==> src/rtl/regfile_wb_scheduler.sv <==
// rtl/regfile_wb_scheduler.sv - register-file writeback arbiter with busy scoreboard
// Optional WB_BYPASS_EN: a committing write clears its busy bit for the same-cycle stall check.
module regfile_wb_scheduler #(
    parameter int index_width = 3,
    parameter int reg_width   = 32
) (
    input  logic                          clk,
    input  logic                          rst,
    input  logic                          iss_valid,
    input  logic                          iss_rd_we,
    input  logic [index_width-1:0]        iss_rd,
    input  logic [index_width-1:0]        iss_rs1,
    input  logic [index_width-1:0]        iss_rs2,
    output logic                          iss_stall,
    input  logic                          alu_valid,
    input  logic [index_width-1:0]        alu_rd,
    input  logic [reg_width-1:0]          alu_data,
    output logic                          alu_ready,
    input  logic                          lsu_valid,
    input  logic [index_width-1:0]        lsu_rd,
    input  logic [reg_width-1:0]          lsu_data,
    output logic                          lsu_ready,
    output logic                          rf_we,
    output logic [index_width-1:0]        rf_waddr,
    output logic [reg_width-1:0]          rf_wdata,
    output logic [(1<<index_width)-1:0]   busy,
    output logic                          wb_err
);
    localparam int num_regs = 1 << index_width;

    // 1 = LSU was granted last, so ALU takes the next contention
    logic                   last_grant;
    logic                   alu_grant;
    logic                   lsu_grant;
    logic                   wb_fire;
    logic [index_width-1:0] wb_rd;
    logic [reg_width-1:0]   wb_data;
    logic                   iss_accept;
    logic [num_regs-1:0]    stall_busy;
    logic [num_regs-1:0]    busy_next;

    always_comb begin
        alu_grant = 1'b0;
        lsu_grant = 1'b0;
        if (!rst) begin
            if (alu_valid && lsu_valid) begin
                alu_grant = last_grant;
                lsu_grant = !last_grant;
            end else begin
                alu_grant = alu_valid;
                lsu_grant = lsu_valid;
            end
        end
    end

    assign alu_ready = alu_grant;
    assign lsu_ready = lsu_grant;
    assign wb_fire   = alu_grant || lsu_grant;
    assign wb_rd     = alu_grant ? alu_rd : lsu_rd;
    assign wb_data   = alu_grant ? alu_data : lsu_data;

    always_comb begin
        stall_busy = busy;
`ifdef WB_BYPASS_EN
        if (rf_we) begin
            stall_busy[rf_waddr] = 1'b0;
        end
`endif
    end

    assign iss_stall  = iss_valid && (stall_busy[iss_rs1] || stall_busy[iss_rs2] ||
                                      (iss_rd_we && stall_busy[iss_rd]));
    assign iss_accept = iss_valid && !iss_stall;

    // Set is applied after clear so a same-index issue keeps the register busy
    always_comb begin
        busy_next = busy;
        if (rf_we) begin
            busy_next[rf_waddr] = 1'b0;
        end
        if (iss_accept && iss_rd_we) begin
            busy_next[iss_rd] = 1'b1;
        end
    end

    always_ff @(posedge clk) begin
        if (rst) begin
            busy       <= '0;
            rf_we      <= 1'b0;
            rf_waddr   <= '0;
            rf_wdata   <= '0;
            wb_err     <= 1'b0;
            last_grant <= 1'b1;
        end else begin
            busy  <= busy_next;
            rf_we <= wb_fire;
            if (wb_fire) begin
                rf_waddr   <= wb_rd;
                rf_wdata   <= wb_data;
                last_grant <= lsu_grant;
                if (!busy[wb_rd]) begin
                    wb_err <= 1'b1;
                end
            end
        end
    end
endmodule

==> config.mk <==
export PLATFORM = sky130hd
export DESIGN_NAME = regfile_wb_scheduler
export DESIGN_NICKNAME = d
export VERILOG_FILES = /design/src/rtl/regfile_wb_scheduler.sv
export SDC_FILE = /design/constraint.sdc
export NUM_CORES = 1
export LEC_CHECK = 0
export ABC_CLOCK_PERIOD_IN_PS = 2300
export CAP_MARGIN = 20
export CORE_MARGIN = 5
export CORE_UTILIZATION = 37
export DETAILED_ROUTE_END_ITERATION = 8
export GPL_TIMING_DRIVEN = 0
export PLACE_DENSITY_LB_ADDON = 0.15
export SETUP_SLACK_MARGIN = 0.5
export SLEW_MARGIN = 10
export SYNTH_ARGS = -nofsm -noshare
export SYNTH_HDL_FRONTEND = slang
export SYNTH_SLANG_ARGS = --single-unit
==> constraint.sdc <==
create_clock -name clk -period 2.3 [get_ports clk]
set_input_delay 0.46 -clock clk [delete_from_list [all_inputs] [get_ports clk]]
set_output_delay 0.46 -clock clk [all_outputs]
set_load 0.005 [all_outputs]
==> results.yml <==
critical_path:
  crit_path_cell_trace: "mux4_2 > mux2i_2 > nand2_2 > o21a_1 > buf_2"
  worstSetupPathType: "flip-flop to primary output"
  worst-path-max-fanout: 7
  worstPathArrival_ns: 1.73
  endpoint_kind: "primary output"
  slowest_stage: "mux4_2"
  path_delay_family: "multiplexers"
  cp.buffers_inverters: 1
  cp-start-kind: "flip-flop"
  critPathMaxStageDelay_ns: 0.48
  cp_data_required_time_ns: 1.84
synthesis:
  synth_top_cell_area_share_pct: 41.9
  ys_ff_latch: 46
  syn-num-nets: 339
  yosysSeqAreaShare_pct: 41.9
  synthCells: 254
  yosysWarnings: 0
  synthDistinctLibCells: 31
  mappedNetlistArea_um2: 2200
  yosysTopAreaCell: "dfxtp_1"
  synthTopCellsByArea: "dfxtp_1, nor2_1, mux4_2"
  synth_area_per_cell_um2: 8.65
hold_path:
  hold_path.class: "primary input to flip-flop"
timing:
  slew_headroom_pct: 51.0
  max_freq_mhz: 457
  tns_ns: 0
  worst_pin_slew_ns: 0.725
  fin_crit_ns: 2.19
  final-setup-viol-count: 0
  clock_skew_ns: 0.0105
  finalCritPeriodShare_pct: 95.2
  slew_violations: 0
  hold_viol_final: 0
  worst_slack_ns: 0.110
  rsz0062_at_grt: "yes"
global_routing:
  met3_usage_pct: 8.33
  grt_pass1_wl_um: 11900
  gr-total-overflow: 0
  met1_usage_pct: 22.0
  antenna_found_initial: 0
  grt_max_degree: 14
  grt.met2_usage_pct: 35.7
  grt_usage_pct: 20.2
  top_usage_layer: "met2"
  grt_pass1_vias: 2458
drt:
  vias: 2489
  drtIter0Drc: 62
  drc: 0
  wirelength_um: 7830
  wire_per_inst_um: 16.4
  ant_nets: 0
  viasPerCell: 5.21
  drtPass1Iterations: 4
floorplanning:
  core_region_area_um2: 5850
  row_count: 28
  initial_core_util_pct: 37.6
  num_io_pins: 133
  dieArea_um2: 7580
  die_w_um: 87.1
  die_h_um: 87.1
finish:
  multi_input_area_um2: 1250
  final_nets: 487
  seq_area_um2: 943
  antenna_cells: 0
  final_common_cell: "clkdlybuf4s50_1"
  final_cell_mix: "clkdlybuf4s50_1, nor2_1, dfxtp_1"
  drive_gt1_share_pct: 16.1
  syn_to_final_growth_pct: 76.4
  fill_cells: 513
clock_network:
  htreeDepth: 2
  cts_tree: "built"
  worstSkewPairLatency_ns: 0.29
  cts.clk_slew.worst_paths_ns: 0.09
  cts_made_buffers: 5
  cts.path.max_buffers: 2
  cts.hold.buffers_added: 0
  cts.sinks: 46
  cts-root-buf: "clkbuf_8"
flow_run:
  maxCapViolCount: 0
run_status:
  status: "complete, no violations"
placed_design:
  gp_congestion: 0.839
  port_buffers: 131
  pre_cts_ws_ns: -0.659
  dp_hpwl_um: 5630
pwr:
  p_per_area_nw_per_um2: 488
  ir_worst_vdd_uv: 268
  p_leak_nw: 1.51
synth_stat cells:
library cell  instances
nor2_1               68
dfxtp_1              46
nor3_1               24
o21ai_0              24
clkbuf_1             11
inv_1                 9
o221ai_1              8
mux4_2                6
nand2_1               6
mux2i_1               5
o311ai_0              5
o31ai_1               5
buf_2                 4
mux4_1                4
o211ai_1              4
o41ai_1               4
a211oi_1              3
nand2b_1              3
nor2b_1               2
or3_1                 2
a21boi_0              1
a21oi_1               1
a32o_1                1
a32oi_1               1
mux2_2                1
nand2_2               1
nand3_2               1
nand4_1               1
nand4b_1              1
o2111ai_1             1
o21a_1                1
final cells by class:
type                    instances  share of cell area (%)
plain buffers                  15                    2.87
clock buffers                   7                    2.23
clock inverters                 1                   0.129
inverters                       9                   0.872
multi-input cells             184                    32.2
flip-flops and latches         46                    24.3
well taps                      75                    2.42
repair buffers                141                    35.0
through the flow:
step | power [mW] | utilization, % | instances | hold slack, ns | instance area, um^2
2_1_floorplan | 1.05 | - | 254 | 0.468 | 2180
3_3_place_gp | 1.36 | 61.3 | 460 | 0.462 | 3590
3_5_place_dp | 1.37 | 61.3 | 460 | 0.483 | 3590
4_1_cts | 1.90 | 65.4 | 478 | 0.414 | 3820
5_1_grt | 1.99 | 66.3 | 478 | 0.453 | 3880
6_report | 1.89 | 66.3 | 478 | 0.439 | 3880
report_power, final:
part | leakage, nW | internal, mW | switching, mW
registers | 0.386 | 0.853 | 0.0381
logic | 1.07 | 0.306 | 0.186
clock network | 0.0482 | 0.243 | 0.266
total | 1.51 | 1.40 | 0.490
logic make-up (layout without fill, tap and decap cells):
| group | after synthesis | count (layout) | share of synthesized area [%] |
|---|---|---|---|
| buffers and inverters | 24 | 173 | 4.33 |
| AOI/OAI and AO/OA | 59 | 59 | 18.5 |
| DFF | 46 | 46 | 41.9 |
| and+or+nand+nor | 109 | 109 | 21.5 |
| muxes | 16 | 16 | 13.7 |
registers in the layout (all words and copies together) (netlist names):
signal / flops
busy: 8
last_grant: 1
rf_waddr: 3
rf_wdata: 32
rf_we: 1
wb_err: 1
timing repair:
action | 4_1_cts | 5_1_grt
resized for setup | 63 | 15
setup endpoints to repair | 47 | 30
buffers inserted | 10 | 0
pin swaps | 4 | 4
path summary, 6_finish.rpt:
check | startpoint | to | slack, ns | cells after the start
worst max-delay path | busy[3] | iss_stall | 0.11 | 5
worst min-delay path | rst | rf_waddr[0] | 0.44 | 2
worst max register to register | busy[3] | busy[3] | 0.54 | 5
worst min register to register | wb_err | wb_err | 0.49 | 2
worst register-to-register path, stage by stage, from the launching register on:
cell	delay, ns
dfxtp_4	0.37
mux4_2	0.48
mux2i_2	0.19
nand2_2	0.10
buf_4	0.18
o41ai_2	0.33
per-layer routing:
metal	share of wire [%]	wire length, um
met5	0	0
met4	1.2	91
met3	11	832
met2	51	4010
met1	37	2900
(Power assumes the default switching activity.)
